### src/rtl/fsk_tone_sequencer.sv
// rtl/fsk_tone_sequencer.sv - mark/space Goertzel window sequencer with squelched bit decision
// Drives both filters' start strobe, collects the two window powers and hands one bit per symbol downstream.
module fsk_tone_sequencer #(
  parameter int POWER_WIDTH   = 56,
  parameter int WINDOW_SIZE   = 1067,
  parameter int TIMEOUT_SLACK = 8,
  parameter int SYM_CNT_WIDTH = 16
) (
  input  logic                     clk,
  input  logic                     rst_n,
  input  logic                     enable,
  input  logic                     in_valid,
  output logic                     filt_start,
  input  logic                     mark_valid,
  input  logic [POWER_WIDTH-1:0]   mark_power,
  input  logic                     space_valid,
  input  logic [POWER_WIDTH-1:0]   space_power,
  input  logic [POWER_WIDTH-1:0]   squelch_thr,
  output logic                     bit_valid,
  input  logic                     bit_ready,
  output logic                     bit_value,
  output logic                     bit_squelch,
  output logic                     overrun,
  output logic                     timeout_err,
  output logic [SYM_CNT_WIDTH-1:0] sym_count
);

  localparam int LIMIT = WINDOW_SIZE + TIMEOUT_SLACK;
  localparam int CNT_W = $clog2(LIMIT + 2);

  typedef enum logic [1:0] {
    S_IDLE   = 2'd0,
    S_ARM    = 2'd1,
    S_ACCUM  = 2'd2,
    S_DECIDE = 2'd3
  } state_t;

  state_t state, state_nx;

  logic [CNT_W-1:0]       cnt, cnt_nx;
  logic                   mark_have, space_have;
  logic [POWER_WIDTH-1:0] mark_lat, space_lat;
  logic                   last_bit;

  logic mark_take, space_take, both_now, at_limit, clear_lat;
  logic load, handshake;

  logic [POWER_WIDTH-1:0] mark_c, space_c, win_pow;
  logic                   dec_bit, dec_sq;

  // Filter strobes only count while a window is accumulating.
  assign mark_take  = (state == S_ACCUM) && enable && mark_valid;
  assign space_take = (state == S_ACCUM) && enable && space_valid;
  assign both_now   = (mark_have || mark_take) && (space_have || space_take);
  assign at_limit   = (cnt >= CNT_W'(LIMIT));

  always_comb begin
    state_nx    = state;
    cnt_nx      = cnt;
    clear_lat   = 1'b0;
    filt_start  = 1'b0;
    timeout_err = 1'b0;
    if (!enable) begin
      state_nx  = S_IDLE;
      cnt_nx    = '0;
      clear_lat = 1'b1;
    end else begin
      case (state)
        S_IDLE: state_nx = S_ARM;
        S_ARM: begin
          filt_start = 1'b1;
          clear_lat  = 1'b1;
          cnt_nx     = in_valid ? CNT_W'(1) : '0;
          state_nx   = S_ACCUM;
        end
        S_ACCUM: begin
          if (in_valid && !at_limit) cnt_nx = cnt + CNT_W'(1);
          // A result landing on the limit cycle still completes the window.
          if (both_now) begin
            state_nx = S_DECIDE;
          end else if (at_limit) begin
            timeout_err = 1'b1;
            state_nx    = S_ARM;
          end
        end
        S_DECIDE: state_nx = S_ARM;
        default:  state_nx = S_IDLE;
      endcase
    end
  end

  // Negative powers are filter noise; treat them as zero energy.
  always_comb begin
    mark_c  = mark_lat[POWER_WIDTH-1]  ? '0 : mark_lat;
    space_c = space_lat[POWER_WIDTH-1] ? '0 : space_lat;
    if (mark_c > space_c) begin
      dec_bit = 1'b1;
      win_pow = mark_c;
    end else if (space_c > mark_c) begin
      dec_bit = 1'b0;
      win_pow = space_c;
    end else begin
      dec_bit = last_bit;
      win_pow = mark_c;
    end
    dec_sq = (win_pow < squelch_thr);
  end

  assign load      = (state == S_DECIDE) && enable;
  assign handshake = bit_valid && bit_ready;

  always_ff @(posedge clk or negedge rst_n) begin
    if (!rst_n) begin
      state      <= S_IDLE;
      cnt        <= '0;
      mark_have  <= 1'b0;
      space_have <= 1'b0;
      mark_lat   <= '0;
      space_lat  <= '0;
    end else begin
      state <= state_nx;
      cnt   <= cnt_nx;
      if (clear_lat) begin
        mark_have  <= 1'b0;
        space_have <= 1'b0;
      end else begin
        if (mark_take) begin
          mark_have <= 1'b1;
          mark_lat  <= mark_power;
        end
        if (space_take) begin
          space_have <= 1'b1;
          space_lat  <= space_power;
        end
      end
    end
  end

  // Single-entry output register; a new decision always wins over an unread one.
  always_ff @(posedge clk or negedge rst_n) begin
    if (!rst_n) begin
      bit_valid   <= 1'b0;
      bit_value   <= 1'b0;
      bit_squelch <= 1'b0;
      overrun     <= 1'b0;
      sym_count   <= '0;
      last_bit    <= 1'b1;
    end else begin
      overrun <= 1'b0;
      if (load) begin
        bit_valid   <= 1'b1;
        bit_value   <= dec_bit;
        bit_squelch <= dec_sq;
        last_bit    <= dec_bit;
        sym_count   <= sym_count + SYM_CNT_WIDTH'(1);
        overrun     <= bit_valid && !bit_ready;
      end else if (handshake) begin
        bit_valid <= 1'b0;
      end
    end
  end

endmodule

### config.mk
export PLATFORM = sky130hd
export DESIGN_NAME = fsk_tone_sequencer
export DESIGN_NICKNAME = d
export VERILOG_FILES = /design/src/rtl/fsk_tone_sequencer.sv
export SDC_FILE = /design/constraint.sdc
export NUM_CORES = 1
export LEC_CHECK = 0
export CAP_MARGIN = 30
export CORE_MARGIN = 2
export CORE_UTILIZATION = 40
export CTS_CLUSTER_SIZE = 24
export DETAILED_ROUTE_END_ITERATION = 7
export PLACE_DENSITY_LB_ADDON = 0.25
export SLEW_MARGIN = 0
export SYNTH_ARGS = -nofsm -noshare
export SYNTH_HDL_FRONTEND = slang
export SYNTH_SLANG_ARGS = --single-unit
### constraint.sdc
create_clock -name clk -period 6.45 [get_ports clk]
set_clock_uncertainty 0.2 [all_clocks]
set_input_delay 0.645 -clock clk [delete_from_list [all_inputs] [get_ports clk]]
set_output_delay 0.645 -clock clk [all_outputs]
set_load 0.01 [all_outputs]
==> metrics.md, run 1 <==
| Metric | Value |
|---|---|
| Yosys warns | 0 |
| Relative slew slack | 0.4282 |
| CTS root buf | clkbuf_16 |
| Sequential share of the synthesized area | 0.3804 |
| Gr ovfl total | 0 |
| Largest net degree at the start of global routing | 88 |
| Antenna Violating Nets Remaining | 0 |
| Post-CTS Setup Inserts | 0 |
| Met2 usage | 0.3276 |
| Sw frac | 0.4028 |
| Synth Cell Area | 9738 sq um |
| Cts repair resizes | 0 |
| Largest family of logic cells by synthesized area | simple AND/OR/NAND/NOR gates |
| Comb power frac | 0.540 |
| Seq cells post-synth | 148 |
| Total of max-cap violations | 0 |
| Synth Area in Compound Gates | 0.1122 |
| Simple-gate portion of the synthesized area | 0.1726 |
| Critical Path End Type | flip-flop |
| Commonest non-fill, non-tap cell in the layout | clkdlybuf4s50_1 |
| Status | complete, no violations |
| GP Congestion | 0.8531 |
| CP required | 6.60 ns |
| Clock tree sinks | 148 |
| # setup viols final | 0 |
| Area grow syn2layout | 29.77% |
| Clk buf depth | 2 |
| Worst-Skew Late Latency | 0.43 ns |
| Syn Area/Cell | 9.947 sq um |
| Row count | 57 |
| First-pass GRT wire length | 40.31 mm |
| Crit path kind | reg2reg |
| Final Hold Vio Count | 0 |
| Cell count after synthesis | 979 |
| Die height | 160.0 um |
| Adder-cell share of the synthesized area | 0.1426 |
| Met3 Use GR | 0.05221 |
| N_diodes | 0 |
| Xor/xnor share of the synthesized area | 0.01979 |
| Non-Filler Instances | 1504 |
| Main flop type after synthesis | dfrtp_1 |
| Crit share post-route | 0.9047 |
| Placed Area | 12040 sq um |
| Final Max Slew Viols | 0 |
| TritonCTS buffer count | 17 |
| Die X | 160.0 um |
| Met1 Use GR | 0.2536 |
| Post-synth EDFFs | 0 |
| Distinct cell type count after synthesis | 48 |
| F_max | 171.4 MHz |
| Final wirelength | 24.38 mm |
| Crit path time final | 5.836 ns |
| Die ar. | 25610 sq um |
| Most frequent cells in the layout | clkdlybuf4s50_1 (195), dfrtp_1 (146), mux2_2 (113), ha_1 (111), nor2_1 (90) |
| Static Leak | 6.079 nW |
| Via density | 5.045 |
| DRT iter0 DRCs | 295 |
| Clock share of power | 0.185 |
| Multiplexer share of the synthesized area | 0.1317 |
| DRC Markers | 0 |
| Via count | 7588 |
| Slew @ Worst Pin | 0.8577 ns |
| Psw | 2.209 mW |
| Final Cell Area | 12640 sq um |
| Total track usage | 0.1976 |
| PwrDens | 434.0 nW/um^2 |
| Io pins | 197 |
| Synth Net Count | 1265 |
| Peak supply drop | 0.3224 mV |
| Clock slew at reported path FFs | 0.07 ns |
| RSZ-0062 raised after global routing | false |
| FILL cells | 2268 |
| Crit start category | flip-flop |
| Cell internal pwr | 3.275 mW |
| Post-synth ARST share | 1.000 |
| Sum of negative setup slack | 0 ns |
| Starting Density | 0.4040 |
| Hold_buf cts | 0 |
| DR pass1 iterations | 5 |
| Share of layout cells above drive strength 1 | 0.1407 |
| Initial antenna violation count | 0 |
| H-tree depth | 4 |
| Routed len/inst | 16.21 um |
| Vias in the first global route | 8025 |
| # port buffers | 196 |
| Sequential power share | 0.275 |
| Crit path DAT | 5.99 ns |
| HPWL after DPL | 18.43 mm |
| Layout net count | 1453 |
| Crit Path Max Fanout | 69 |
| Core box area | 24110 sq um |
| TritonCTS clock tree | done |
| Placed insts | 1472 |
| Worst hold path type | in2async |
| Busiest grt layer | met2 |
| R2r setup slk | 0.61 ns |
## power by group through the flow
stage,combinational (mW),clock [mW],sequential (mW)
2_1_floorplan,2.30,0,1.41
3_3_place_gp,2.90,0,1.52
3_5_place_dp,2.97,0,1.52
4_1_cts,2.99,1.04,1.51
5_1_grt,3.38,1.08,1.56
6_report,2.96,1.01,1.51
## cell families (layout without fill, tap and decap cells)
| family | count (synthesis) | in the layout |
|---|---|---|
| mux | 114 | 114 |
| xor+xnor | 22 | 22 |
| fa+ha+maj | 111 | 111 |
| buf+inv | 99 | 300 |
| flops | 148 | 148 |
| compound gates | 158 | 158 |
| simple gates | 327 | 327 |
## cell type report
cell class,count,area [sq um],area share
sequential,148,3706,0.2933
inverter,61,229.0,0.01812
timing repair buffer,207,2058,0.1629
multi-input combinational,732,5639,0.4462
tap,324,405.4,0.03208
clock inverter,14,160.2,0.01267
clock buffer,18,439.2,0.03475
## stage by stage
| step | utilization | hold WS [ns] | total power [mW] | worst slack [ns] |
|---|---|---|---|---|
| floorplan | - | 0.1494 | 3.712 | 1.488 |
| global route | 0.5242 | 0.1376 | 6.021 | 0.1407 |
| finish | 0.5242 | 0.05395 | 5.485 | 0.6145 |
| detailed placement | 0.4994 | 0.2613 | 4.492 | 0.5903 |
| global placement | 0.4994 | 0.2666 | 4.420 | 0.7436 |
| CTS | 0.5242 | 0.1133 | 5.547 | 0.5723 |
## layer usage
layer,wire length [um],part of all wire
met1,11220,0.46
met2,11380,0.47
met3,1331,0.055
met4,449,0.018
met5,0,0
## synth_stat cells (all sizes together), types with 19 or more instances
cell | count | area share
clkbuf | 22 | 0.0085
nor2b | 60 | 0.039
inv | 61 | 0.024
nand4 | 19 | 0.012
o21ai | 20 | 0.010
dfrtp | 147 | 0.38
ha | 111 | 0.14
a21oi | 35 | 0.019
nand2 | 47 | 0.018
a21o | 71 | 0.055
nand3 | 19 | 0.0098
nand2b | 59 | 0.038
nor2 | 90 | 0.035
mux2 | 113 | 0.13
## flip-flops by register name (all words and copies together) (netlist names)
register     count
bit_squelch      1
bit_valid        1
bit_value        1
cnt             11
last_bit         1
mark_have        1
mark_lat        56
overrun          1
space_have       1
space_lat       56
state            2
sym_count       16
## worst max-delay path, stage by stage (launching register included)
cell and delay [ns]:
dfrtp_2 0.85, nor2b_1 0.16, ha_1 0.37, nand4_1 0.13
nor3_1 0.37, nand3_1 0.21, o21bai_1 0.23, a31o_2 0.29
a21oi_4 0.64, buf_12 0.36, nor2_1 0.09, a21o_1 0.16
ha_1 0.28, a21o_1 0.16, a21o_1 0.17, a21oi_1 0.12
o21ai_0 0.12, a211oi_1 0.28, nor3_1 0.07, or3_1 0.34
a31oi_1 0.13
## final timing paths
kind                          startpoint            end  cells past startpoint
max                        space_lat[55]    bit_squelch                     20
min                                rst_n   mark_lat[25]                      1
max reg2reg                space_lat[55]    bit_squelch                     20
min reg2reg                sym_count[15]  sym_count[15]                      1
max in group asynchronous          rst_n   sym_count[2]                      2
min in group clk           sym_count[15]  sym_count[15]                      1
No activity file was read; power rests on OpenSTA's default activity.
==> run 2, diff against run 1 <==
--- a/config.mk
+++ b/config.mk
@@ -5,7 +5,6 @@
 export SDC_FILE = /design/constraint.sdc
 export NUM_CORES = 1
 export LEC_CHECK = 0
-export CAP_MARGIN = 30
 export CORE_MARGIN = 2
 export CORE_UTILIZATION = 40
 export CTS_CLUSTER_SIZE = 24
==> results of run 2 <==
The final DEF is identical to that of run 1; final timing and power are the same.
==> run 3, diff against run 2 <==
--- a/config.mk
+++ b/config.mk
@@ -10,7 +10,7 @@
 export CTS_CLUSTER_SIZE = 24
 export DETAILED_ROUTE_END_ITERATION = 7
 export PLACE_DENSITY_LB_ADDON = 0.25
-export SLEW_MARGIN = 0
+export SLEW_MARGIN = 20
 export SYNTH_ARGS = -nofsm -noshare
 export SYNTH_HDL_FRONTEND = slang
 export SYNTH_SLANG_ARGS = --single-unit
==> results of run 3 <==
The final DEF is identical to that of run 1; final timing and power are the same.
